## src/rtl/cpu_wb_pkg.sv

```systemverilog
// Shared types and helpers for the writeback pipeline.
// The bundle type is sized for the largest supported configuration; narrower builds zero-extend.
package cpu_wb_pkg;

  localparam int unsigned DefDataW = 32;
  localparam int unsigned DefRegW  = 5;
  localparam int unsigned DefNumCh = 1;

  localparam int unsigned MaxCh    = 4;
  localparam int unsigned MaxRegW  = 8;
  localparam int unsigned MaxDataW = 64;

  localparam logic [MaxRegW-1:0] ZERO_REG = '0;

  typedef struct packed {
    logic [MaxCh-1:0]               en;
    logic [MaxCh-1:0][MaxRegW-1:0]  wr_reg;
    logic [MaxCh-1:0][MaxDataW-1:0] data;
  } wb_bundle_t;

  // Drop writes to the zero register, then let the highest-indexed channel win any
  // same-register conflict so the bundle matches program order.
  function automatic wb_bundle_t wb_sanitise(wb_bundle_t b);
    wb_bundle_t       s;
    logic [MaxCh-1:0] live;
    s = b;
    for (int k = 0; k < MaxCh; k++) begin
      live[k] = b.en[k] && (b.wr_reg[k] != ZERO_REG);
    end
    for (int j = 0; j < MaxCh; j++) begin
      s.en[j] = live[j];
      for (int k = 0; k < MaxCh; k++) begin
        if (k > j && live[k] && (b.wr_reg[k] == b.wr_reg[j])) begin
          s.en[j] = 1'b0;
        end
      end
    end
    return s;
  endfunction

endpackage

```

## src/rtl/cpu_wb_skid.sv

```systemverilog
// Generic two-entry valid/ready skid buffer with flush and synchronous active-low reset.
// in_ready comes straight from the skid-entry flop, so out_ready never reaches it combinationally.
module cpu_wb_skid #(
  parameter int unsigned WIDTH = 8
) (
  input  logic             clk_i,
  input  logic             rst_ni,
  input  logic             flush_i,
  input  logic             in_valid_i,
  output logic             in_ready_o,
  input  logic [WIDTH-1:0] in_data_i,
  output logic             out_valid_o,
  input  logic             out_ready_i,
  output logic [WIDTH-1:0] out_data_o
);

  logic             main_valid_q, main_valid_d;
  logic             skid_valid_q, skid_valid_d;
  logic [WIDTH-1:0] main_data_q, main_data_d;
  logic [WIDTH-1:0] skid_data_q, skid_data_d;
  logic             in_fire;
  logic             main_free;

  assign in_ready_o  = rst_ni & ~skid_valid_q;
  assign out_valid_o = main_valid_q;
  assign out_data_o  = main_data_q;

  assign in_fire   = in_valid_i & in_ready_o;
  assign main_free = ~main_valid_q | out_ready_i;

  always_comb begin
    main_valid_d = main_valid_q;
    skid_valid_d = skid_valid_q;
    main_data_d  = main_data_q;
    skid_data_d  = skid_data_q;
    if (flush_i) begin
      // Data flops keep their contents so out_write_reg/data hold their last values.
      main_valid_d = 1'b0;
      skid_valid_d = 1'b0;
    end else if (main_free) begin
      if (skid_valid_q) begin
        main_valid_d = 1'b1;
        main_data_d  = skid_data_q;
        skid_valid_d = 1'b0;
      end else begin
        main_valid_d = in_fire;
        if (in_fire) begin
          main_data_d = in_data_i;
        end
      end
    end else if (in_fire) begin
      skid_valid_d = 1'b1;
      skid_data_d  = in_data_i;
    end
  end

  always_ff @(posedge clk_i) begin
    if (!rst_ni) begin
      main_valid_q <= 1'b0;
      skid_valid_q <= 1'b0;
      main_data_q  <= '0;
      skid_data_q  <= '0;
    end else begin
      main_valid_q <= main_valid_d;
      skid_valid_q <= skid_valid_d;
      main_data_q  <= main_data_d;
      skid_data_q  <= skid_data_d;
    end
  end

endmodule

```

## src/rtl/cpu_writeback_pipe.sv

```systemverilog
// Writeback pipeline register: sanitises write bundles and buffers them through a skid buffer.
// Optional retire counter enabled by defining CPU_WB_RETIRE_CNT_EN.
module cpu_writeback_pipe
  import cpu_wb_pkg::*;
#(
  parameter int unsigned DATA_W = DefDataW,
  parameter int unsigned REG_W  = DefRegW,
  parameter int unsigned NUM_CH = DefNumCh
) (
  input  logic                     clock,
  input  logic                     reset,
  input  logic                     in_valid,
  output logic                     in_ready,
  input  logic [NUM_CH-1:0]        in_write_en,
  input  logic [NUM_CH*REG_W-1:0]  in_write_reg,
  input  logic [NUM_CH*DATA_W-1:0] in_write_data,
  input  logic                     flush,
  output logic                     out_valid,
  input  logic                     out_ready,
  output logic [NUM_CH-1:0]        out_write_en,
  output logic [NUM_CH*REG_W-1:0]  out_write_reg,
  output logic [NUM_CH*DATA_W-1:0] out_write_data,
  output logic [31:0]              retire_count
);

  localparam int unsigned RegOff = NUM_CH * DATA_W;
  localparam int unsigned EnOff  = RegOff + NUM_CH * REG_W;
  localparam int unsigned PayW   = EnOff + NUM_CH;

  wb_bundle_t        raw_bundle;
  wb_bundle_t        clean_bundle;
  logic [PayW-1:0]   in_payload;
  logic [PayW-1:0]   out_payload;
  logic              unused_clean;

  always_comb begin
    raw_bundle = '0;
    for (int k = 0; k < int'(NUM_CH); k++) begin
      raw_bundle.en[k]                 = in_write_en[k];
      raw_bundle.wr_reg[k][REG_W-1:0]  = in_write_reg[k*REG_W +: REG_W];
      raw_bundle.data[k][DATA_W-1:0]   = in_write_data[k*DATA_W +: DATA_W];
    end
  end

  assign clean_bundle = wb_sanitise(raw_bundle);
  assign unused_clean = ^clean_bundle;

  always_comb begin
    in_payload = '0;
    for (int k = 0; k < int'(NUM_CH); k++) begin
      in_payload[k*DATA_W +: DATA_W]         = clean_bundle.data[k][DATA_W-1:0];
      in_payload[RegOff + k*REG_W +: REG_W]  = clean_bundle.wr_reg[k][REG_W-1:0];
      in_payload[EnOff + k]                  = clean_bundle.en[k];
    end
  end

  cpu_wb_skid #(
    .WIDTH(PayW)
  ) u_skid (
    .clk_i      (clock),
    .rst_ni     (reset),
    .flush_i    (flush),
    .in_valid_i (in_valid),
    .in_ready_o (in_ready),
    .in_data_i  (in_payload),
    .out_valid_o(out_valid),
    .out_ready_i(out_ready),
    .out_data_o (out_payload)
  );

  assign out_write_data = out_payload[0 +: NUM_CH*DATA_W];
  assign out_write_reg  = out_payload[RegOff +: NUM_CH*REG_W];
  assign out_write_en   = out_payload[EnOff +: NUM_CH] & {NUM_CH{out_valid}};

`ifdef CPU_WB_RETIRE_CNT_EN
  logic [31:0] retire_q, retire_d;

  // Flush never clears the count; a delivery on the flush edge still counts.
  always_comb begin
    retire_d = retire_q;
    if (out_valid && out_ready) begin
      retire_d = retire_q + 32'd1;
    end
  end

  always_ff @(posedge clock) begin
    if (!reset) begin
      retire_q <= '0;
    end else begin
      retire_q <= retire_d;
    end
  end

  assign retire_count = retire_q;
`else
  assign retire_count = '0;
`endif

endmodule

```

## config.mk

```make
export PLATFORM = sky130hd
export DESIGN_NAME = cpu_writeback_pipe
export DESIGN_NICKNAME = d
export VERILOG_FILES = /design/src/rtl/cpu_wb_pkg.sv /design/src/rtl/cpu_wb_skid.sv /design/src/rtl/cpu_writeback_pipe.sv
export SDC_FILE = /design/constraint.sdc
export NUM_CORES = 1
export LEC_CHECK = 0
export CAP_MARGIN = 20
export CELL_PAD_IN_SITES_DETAIL_PLACEMENT = 0
export CELL_PAD_IN_SITES_GLOBAL_PLACEMENT = 1
export CORE_ASPECT_RATIO = 0.75
export CORE_MARGIN = 8
export CORE_UTILIZATION = 25
export CTS_BUF_LIST = sky130_fd_sc_hd__clkbuf_8
export CTS_CLUSTER_SIZE = 28
export DETAILED_ROUTE_END_ITERATION = 8
export HOLD_SLACK_MARGIN = 0.06
export PLACE_DENSITY_LB_ADDON = 0.15
export SYNTH_ARGS = -nofsm -noshare
export SYNTH_HDL_FRONTEND = slang
export SYNTH_SLANG_ARGS = --single-unit
```

## constraint.sdc

```tcl
create_clock -name clock -period 1.75 [get_ports clock]
set_input_delay 0.35 -clock clock [delete_from_list [all_inputs] [get_ports clock]]
set_output_delay 0.35 -clock clock [all_outputs]
set_load 0.01 [all_outputs]
```

==> impl_metrics.env <==
export IMPL_cts_tree="done"
export IMPL_hpwl_um=9352
export IMPL_ys_seq_elements=78
export IMPL_synth_top_area_cell="dfxtp_1"
export IMPL_maxSlewHeadroom_pct=42.68
export IMPL_area_growth_syn_to_layout_pct=25.86
export IMPL_syn_area_um2=4123
export IMPL_routed_wirelength_um=13750
export IMPL_ys_dominant_reg_cell="dfxtp_1"
export IMPL_ctsRootBufferMaster="clkbuf_8"
export IMPL_grt_pass1_wl_um=21650
export IMPL_drt_initial_drc_count=166
export IMPL_antenna_found_initial=1
export IMPL_ys_types=29
export IMPL_drv_cap=0
export IMPL_skew_ns=0.007860
export IMPL_postCtsSetupBuffers=0
export IMPL_ys_warn_count=0
export IMPL_drc_errors=0
export IMPL_nets=566
export IMPL_clkSlewWorstSetupHoldPaths_ns=0.07
export IMPL_die_w_um=164.3
export IMPL_ant_nets=0
export IMPL_drt_first_pass_iters=4
export IMPL_crit_fanout=2
export IMPL_routed_via_density=4.963
export IMPL_post_synth_cell_area_avg_um2=8.500
export IMPL_grt_use_total_pct=13.27
export IMPL_fin_total_pwr_mw=3.735
export IMPL_synthArstFlopShare_pct=0
export IMPL_period_minus_slack_ns=1.715
export IMPL_rows=40
export IMPL_finalSetupViolations=0
export IMPL_placed_cells=722
export IMPL_final_cell_count_no_fill=739
export IMPL_grt_pass1_vias=3760
export IMPL_drv_slew=0
export IMPL_cts_buffer_depth=2
export IMPL_synth_most_common_cell="dfxtp_1"
export IMPL_crit_required_ns=1.40
export IMPL_crit_arrival_ns=1.37
export IMPL_synth_top_cell_area_share_pct=37.88
export IMPL_synth_common_cells="dfxtp_1 (78), buf_4 (77), a31oi_1 (38)"
export IMPL_worstMarginPinSlew_ns=0.8599
export IMPL_status="complete, no violations"
export IMPL_power_leakage_nw=1.741
export IMPL_wire_per_inst_um=18.61
export IMPL_die_h_um=127.2
export IMPL_grt_overflow=0
export IMPL_hp_class="flop to flop"
export IMPL_cts_htree_levels=3
export IMPL_cts_sinks=78
export IMPL_coreArea_um2=16070
export IMPL_clk_insertion_delay_late_ns=0.36
export IMPL_seq_area_frac_synth_pct=37.88
export IMPL_min_period_over_period_pct=98.02
export IMPL_powerDensity_nw_per_um2=719.9
export IMPL_holdBufCountCts=0
export IMPL_synth_area_leaders="dfxtp_1 (38%), buf_4 (14%), mux2_2 (10%)"
export IMPL_gp_congestion=0.7092
export IMPL_fillers=1663
export IMPL_io_buffers=82
export IMPL_synth_cells=485
export IMPL_fmaxAchievable_mhz=583.0
export IMPL_peakVddDrop_v=0.0003089
export IMPL_die_area_um2=20900
export IMPL_start_util_pct=25.66
export IMPL_vias=3668
export IMPL_grt_setup_unrepaired="no"
export IMPL_synth_edf_count=0
export IMPL_critPathKind="input port to output port"
export IMPL_hold_viol_final=0
export IMPL_layout_drive_gt1_share_pct=18.18
export IMPL_num_io_pins=115
export IMPL_utilization_pct=32.30
export IMPL_worst_setup_path_end_kind="output port"
export IMPL_numCtsBuffers=9
export IMPL_grt_max_degree=77
export IMPL_worst_setup_path_start_kind="input port"
==> power by group <==
part	internal (mW)	total, mW	switching, mW
sequential	1.83	1.86	0.0296
combinational	0.330	0.678	0.348
clock	0.528	1.20	0.674
==> final cells by class <==
class | instances | area (µm²) | share of cell area, %
Antenna cell | 1 | 2.502 | 0.04823
Inverter | 2 | 7.507 | 0.1447
Clock inverter | 6 | 23.77 | 0.4582
Multi-Input combinational cell | 314 | 1932 | 37.23
Sequential cell | 78 | 1564 | 30.14
Clock buffer | 10 | 137.6 | 2.653
Tap cell | 210 | 262.8 | 5.064
Timing Repair Buffer | 118 | 1259 | 24.26
==> timing repair <==
item,CTS,global route
hold endpoints to repair,0,0
endpoints found under the setup margin,2,1
resized for setup,4,1
==> layer usage <==
metal	vias up	track usage, %	share of wire (%)
met5	-	0	0
met4	0	3.840	1.3
met3	14	3.787	5.9
met2	104	19.80	45
met1	1791	18.13	48
li1	1759	-	-
==> worst paths after layout <==
path                     startpoint                endpoint  slack (ns)  depth (start not counted)
max reg2reg     u_skid.skid_valid_q   u_skid.out_data_o[22]        0.18                          4
max                           reset                in_ready        0.03                          4
min reg2reg  u_skid.skid_data_q[26]  u_skid.skid_data_q[26]        0.47                          2
min          u_skid.skid_data_q[26]  u_skid.skid_data_q[26]        0.47                          2
==> state kept, by name, summed over array words and instances, names as in the netlist <==
signal / count
u_skid.skid_data_q: 38
u_skid.skid_valid_q: 1
u_skid.out_valid_o: 1
u_skid.out_data_o: 38
==> logic make-up (layout without fill, tap and decap cells) <==
logic type	Yosys count	count (layout)	share of synthesized area, %
buffers and inverters	124	136	19.03
flip-flops	78	78	37.88
AO/OA/AOI/OAI	121	121	16.27
other	1	33	0.09096
AND/OR/NAND/NOR	124	124	16.63
multiplexers	37	37	10.11
==> per-stage QoR <==
step / setup TNS, ns / hold WS, ns / cell area [µm²] / worst slack, ns
after floorplan: 0 / 0.4502 / 4239 / 0.4010
after global placement: -9.506 / 0.4570 / 5017 / -0.2963
after detailed placement: -10.25 / 0.4638 / 5017 / -0.3056
after CTS: 0 / 0.4693 / 5180 / 0.02380
after global routing: 0 / 0.4934 / 5189 / 0.009827
final: 0 / 0.4748 / 5189 / 0.03467
==> worst max-delay path, stage by stage <==
cell	delay [ns]
clkdlybuf4s50_1	0.53
inv_2	0.06
nor2_2	0.13
dlygate4sd2_1	0.29
==> cell usage in the layout, fill, tap and decap left out, drive strengths merged, types with 2 or more instances in the layout <==
cell and n:
clkdlybuf4s50 79, dfxtp 78, o21ai 40, a31oi 38, a21oi 38, nand3 37
mux2 37, nor3 37, nor4 37, buf 37, conb 32, clkbuf 10
inv 7, nor2b 3, nor2 3, a211oi 2, dlygate4sd2 2, nand2b 2
Power figures use the tool's default switching activity.
